--- config.mk ---
export PLATFORM = sky130hd
export DESIGN_NAME = counter_sequencer
export DESIGN_NICKNAME = d
export VERILOG_FILES = /design/src/rtl/counter_ctrl_pkg.sv /design/src/rtl/load_counter.sv /design/src/rtl/counter_sequencer.sv
export SDC_FILE = /design/constraint.sdc
export NUM_CORES = 1
export LEC_CHECK = 0
export BUFFER_PORTS_ARGS = -buffer_cell sky130_fd_sc_hd__clkbuf_2
export CAP_MARGIN = 25
export CORE_MARGIN = 3
export CORE_UTILIZATION = 35
export DETAILED_ROUTE_END_ITERATION = 16
export GPL_TIMING_DRIVEN = 0
export PLACE_DENSITY_LB_ADDON = 0.2
export SETUP_SLACK_MARGIN = 0.05
export SYNTH_ARGS = -nofsm -noshare
export SYNTH_HDL_FRONTEND = slang
export SYNTH_SLANG_ARGS = --single-unit
--- constraint.sdc ---
create_clock -name clk -period 1.6 [get_ports clk]
set_input_delay 0.16 -clock clk [delete_from_list [all_inputs] [get_ports clk]]
set_output_delay 0.16 -clock clk [all_outputs]
set_load 0.005 [all_outputs]
--- src/rtl/counter_ctrl_pkg.sv ---
// ============================================================================
// Module   : counter_ctrl_pkg
// Brief    : Shared state encodings and default width for counter_sequencer.
// Revision : 1.0 - initial release
// ============================================================================
`default_nettype none

package counter_ctrl_pkg;

    localparam int DEFAULT_N = 4;

    // Encoding is externally visible on the state port, so values are fixed.
    typedef enum logic [1:0] {
        ST_IDLE = 2'd0,
        ST_LOAD = 2'd1,
        ST_RUN  = 2'd2,
        ST_HOLD = 2'd3
    } state_t;

endpackage

`default_nettype wire

--- src/rtl/load_counter.sv ---
// ============================================================================
// Module   : load_counter
// Brief    : N-bit register with parallel load, increment-enable and hold.
// Revision : 1.0 - initial release
// ============================================================================
`default_nettype none

module load_counter
    import counter_ctrl_pkg::*;
#(
    parameter int N = DEFAULT_N
) (
    input  logic         clr,
    input  logic         clk,
    input  logic         load,
    input  logic         en,
    input  logic [N-1:0] d,
    output logic [N-1:0] Q
);

    localparam logic [N-1:0] ONE = {{(N-1){1'b0}}, 1'b1};

    // Load wins over increment; natural N-bit overflow gives the wrap to 0.
    always_ff @(posedge clk or negedge clr) begin
        if (!clr) begin
            Q <= '0;
        end else if (load) begin
            Q <= d;
        end else if (en) begin
            Q <= Q + ONE;
        end
    end

endmodule

`default_nettype wire

--- src/rtl/counter_sequencer.sv ---
// ============================================================================
// Module   : counter_sequencer
// Brief    : Four-state count sequencer (IDLE/LOAD/RUN/HOLD) around load_counter.
// Revision : 1.0 - initial release
// ============================================================================
`default_nettype none

module counter_sequencer
    import counter_ctrl_pkg::*;
#(
    parameter int N = DEFAULT_N
) (
    input  logic         clk,
    input  logic         clr,
    input  logic         start,
    input  logic         pause,
    input  logic         abort,
    input  logic         auto_reload,
    input  logic [N-1:0] load_val,
    input  logic [N-1:0] term_val,
    output logic [N-1:0] Q,
    output logic         busy,
    output logic         done,
    output logic [1:0]   state
);

    state_t state_q;
    state_t state_d;
    logic   done_d;
    logic   load_cnt;
    logic   inc_en;

    always_ff @(posedge clk or negedge clr) begin
        if (!clr) begin
            state_q <= ST_IDLE;
            done    <= 1'b0;
        end else begin
            state_q <= state_d;
            done    <= done_d;
        end
    end

    // Priority inside each active state: abort, then pause, then terminal, then count.
    always_comb begin
        state_d  = state_q;
        done_d   = 1'b0;
        load_cnt = 1'b0;
        inc_en   = 1'b0;
        case (state_q)
            ST_IDLE: begin
                if (start) begin
                    state_d = ST_LOAD;
                end
            end
            ST_LOAD: begin
                if (abort) begin
                    state_d = ST_IDLE;
                end else begin
                    load_cnt = 1'b1;
                    state_d  = ST_RUN;
                end
            end
            ST_RUN: begin
                if (abort) begin
                    state_d = ST_IDLE;
                end else if (pause) begin
                    state_d = ST_HOLD;
                end else if (Q == term_val) begin
                    done_d  = 1'b1;
                    state_d = auto_reload ? ST_LOAD : ST_IDLE;
                end else begin
                    inc_en = 1'b1;
                end
            end
            ST_HOLD: begin
                if (abort) begin
                    state_d = ST_IDLE;
                end else if (!pause) begin
                    state_d = ST_RUN;
                end
            end
            default: begin
                state_d = ST_IDLE;
            end
        endcase
    end

    assign busy  = (state_q != ST_IDLE);
    assign state = state_q;

    load_counter #(
        .N (N)
    ) u_counter (
        .clr  (clr),
        .clk  (clk),
        .load (load_cnt),
        .en   (inc_en),
        .d    (load_val),
        .Q    (Q)
    );

endmodule

`default_nettype wire

==> results_dict.tcl <==
set metrics [dict create \
    path_buf_inv 0 \
    drive_gt1_share_pct 55.3 \
    slew_violations 0 \
    syn_avg_cell_area_sq_um 10.3 \
    setup_violations 0 \
    grt_pass1_wl_microns 1770 \
    synth_cell_types 25 \
    fin_crit_ns 1.52 \
    viasPerCell 4.87 \
    power_density_nw_per_um2 1400 \
    cts-buffers-inserted 3 \
    clk_latency_ns 0.24 \
    num_rows 12 \
    ff2ff_setup_slack_ns 0.08 \
    synth_common_cells "dfrtp_1 (7), xor2_1 (5), nand2_1 (4), nor2_1 (4)" \
    crit_slowest_cell "o41ai_4" \
    port-buffer-count 21 \
    path_cells "xor2_2, o41ai_4, mux2i_1, a21oi_1" \
    pre_cts_ws_ns -0.0106 \
    grtUsageTotal_pct 12.8 \
    grt_overflow 0 \
    setup_slack_ns 0.0750 \
    worstPathRequired_ns 1.72 \
    ys_seq_elements 7 \
    finalPower_w 0.000970 \
    hpwl_microns 800 \
    die_area_sq_um 1800 \
    slew_headroom_pct 72.0 \
    syn_nets 60 \
    routed_wirelength_microns 1030 \
    worstSetupStartpointType "register" \
    ys_warn_count 0 \
    cts_tree "yes" \
    vias 438 \
    grt_max_degree 9 \
    die_x_microns 42.4 \
    cts-htree-levels 1 \
    rsz0062_at_grt "yes" \
    netlist_instances 45 \
    ant_nets 0 \
    synthFlopType "dfrtp_1" \
    wire_per_inst_microns 11.5 \
    antenna_found_initial 0 \
    cap_violations 0 \
    drt_pass1_iterations 2 \
    yosysMostFrequentCell "dfrtp_1" \
    clock.fmax_mhz 656 \
    clockRootBuffer "clkbuf_4" \
    core_area_sq_um 1170 \
    worst_pin_slew_ns 0.418 \
    startpoint "u_counter.Q[1]" \
    first_global_vias 422 \
    netlist_area_sq_um 463 \
    synth_top_area_share_pct 37.8 \
    cts_sinks 7 \
    cts.clk_slew.worst_paths_ns 0.05 \
    ys_top_cells_by_area "dfrtp_1 (38%), xor2_1 (9.5%), o41ai_4 (5.9%)" \
    outcome "finished, final reports clean" \
    p_leak_nw 0.325 \
    rr_startpoint "u_counter.Q[1]" \
    hold_viol_final 0 \
    cts_max_path_buffers 2 \
    hold_start "load_val[0]" \
    synth_edf_count 0 \
    antenna_cells 0 \
    syn_to_final_growth_pct 50.0 \
    place_congestion 0.653 \
    fin_nets 92 \
    crit_type "register to register" \
    finalSetupTns_ns 0 \
    drc 0 \
    ys_seq_area_share_pct 37.8 \
    critPathMaxFanout 5 \
    hold_class "input port to register" \
    end_kind "register" \
    fin_hold_ws_ns 0.127 \
    final.period_utilization_pct 95.3 \
    synth_area_leader_cell "dfrtp_1" \
    cpPeakStageDelay_ns 0.50 \
    peakVddDrop_uv 834 \
    initialDrtViolationCount 8 \
    fin_skew_ns 0.00234 \
    fp.dieH_microns 42.4 \
    initial_core_util_pct 39.5 \
    arrival_ns 1.64 \
    ios 22 \
    critical-path-top-delay-family "compound AO/OA/AOI/OAI gates" \
    async_flop_share_pct 100 \
]
per-stage QoR:
stage,area [sq um],instances,util (%)
2_1_floorplan,463,45,-
3_3_place_gp,586,80,50.0
3_5_place_dp,586,80,50.0
4_1_cts,644,87,55.0
5_1_grt,694,90,59.3
6_report,694,90,59.3
repair_timing:
action,CTS,global route
setup endpoints to repair,5,6
gates cloned,0,0
hold buffers,1,0
gates resized for setup,3,8
pin swaps,3,3
setup buffers,2,3
endpoints found under the hold margin,7,0
area by class of cell:
type,instances,area (sq um)
buffer,1,3.75
clock buffer,4,26.3
fill,104,477
inverter,2,7.51
multi-input combinational,35,305
sequential,7,181
tap,14,17.5
timing repair buffer,27,153
tightest hold or removal path: cells and delay by family:
| family | cells | cell delay [ns] |
|---|---|---|
| buf+inv | 1 | 0.08 |
| compound gates | 1 | 0.05 |
| simple gates | 1 | 0.04 |
layer usage:
layer  GRT usage, %  share of wire [%]  vias up
li1               -                  -      225
met1           17.0                 48      204
met2           18.5                 48        9
met3           1.72                4.4        0
met4           9.32                  0        0
met5              0                  0        -
where the power goes:
part           internal (W)  switching (W)  total, W
Clock             0.0000946      0.0000563  0.000151
Sequential         0.000248      0.0000840  0.000332
Combinational      0.000250       0.000236  0.000487
Total              0.000593       0.000377  0.000970
cells by family after synthesis:
logic type                 Yosys count  synth area share, %
adders and majority gates            1                 2.70
AOI/OAI and AO/OA                   10                 19.5
xor gates and xnor gates             5                 9.46
buffers and inverters                3                 2.43
and+or+nand+nor                     18                 25.9
muxes                                1                 2.16
DFF                                  7                 37.8
worst paths after layout:
| path | to | depth (start not counted) |
|---|---|---|
| max in group asynchronous | state[1] | 2 |
| worst max-delay path | u_counter.Q[1] | 4 |
| worst min register to register | done | 2 |
| worst max register to register | u_counter.Q[1] | 4 |
| worst min-delay path | u_counter.Q[0] | 3 |
| min in group asynchronous | u_counter.Q[1] | 2 |
cells in the final DEF, fill, tap and decap left out, drive strengths merged, types with 2 or more instances in the layout:
cell type   n
xor2        5
dfrtp       7
nor2        4
a21oi       2
inv         2
nand2       4
nor3        2
buf         5
clkbuf     26
o21ai       2
registers in the layout, indices dropped and copies added (netlist names):
| name | count |
|---|---|
| done | 1 |
| u_counter.Q | 4 |
| state | 2 |
Power figures use the tool's default switching activity.
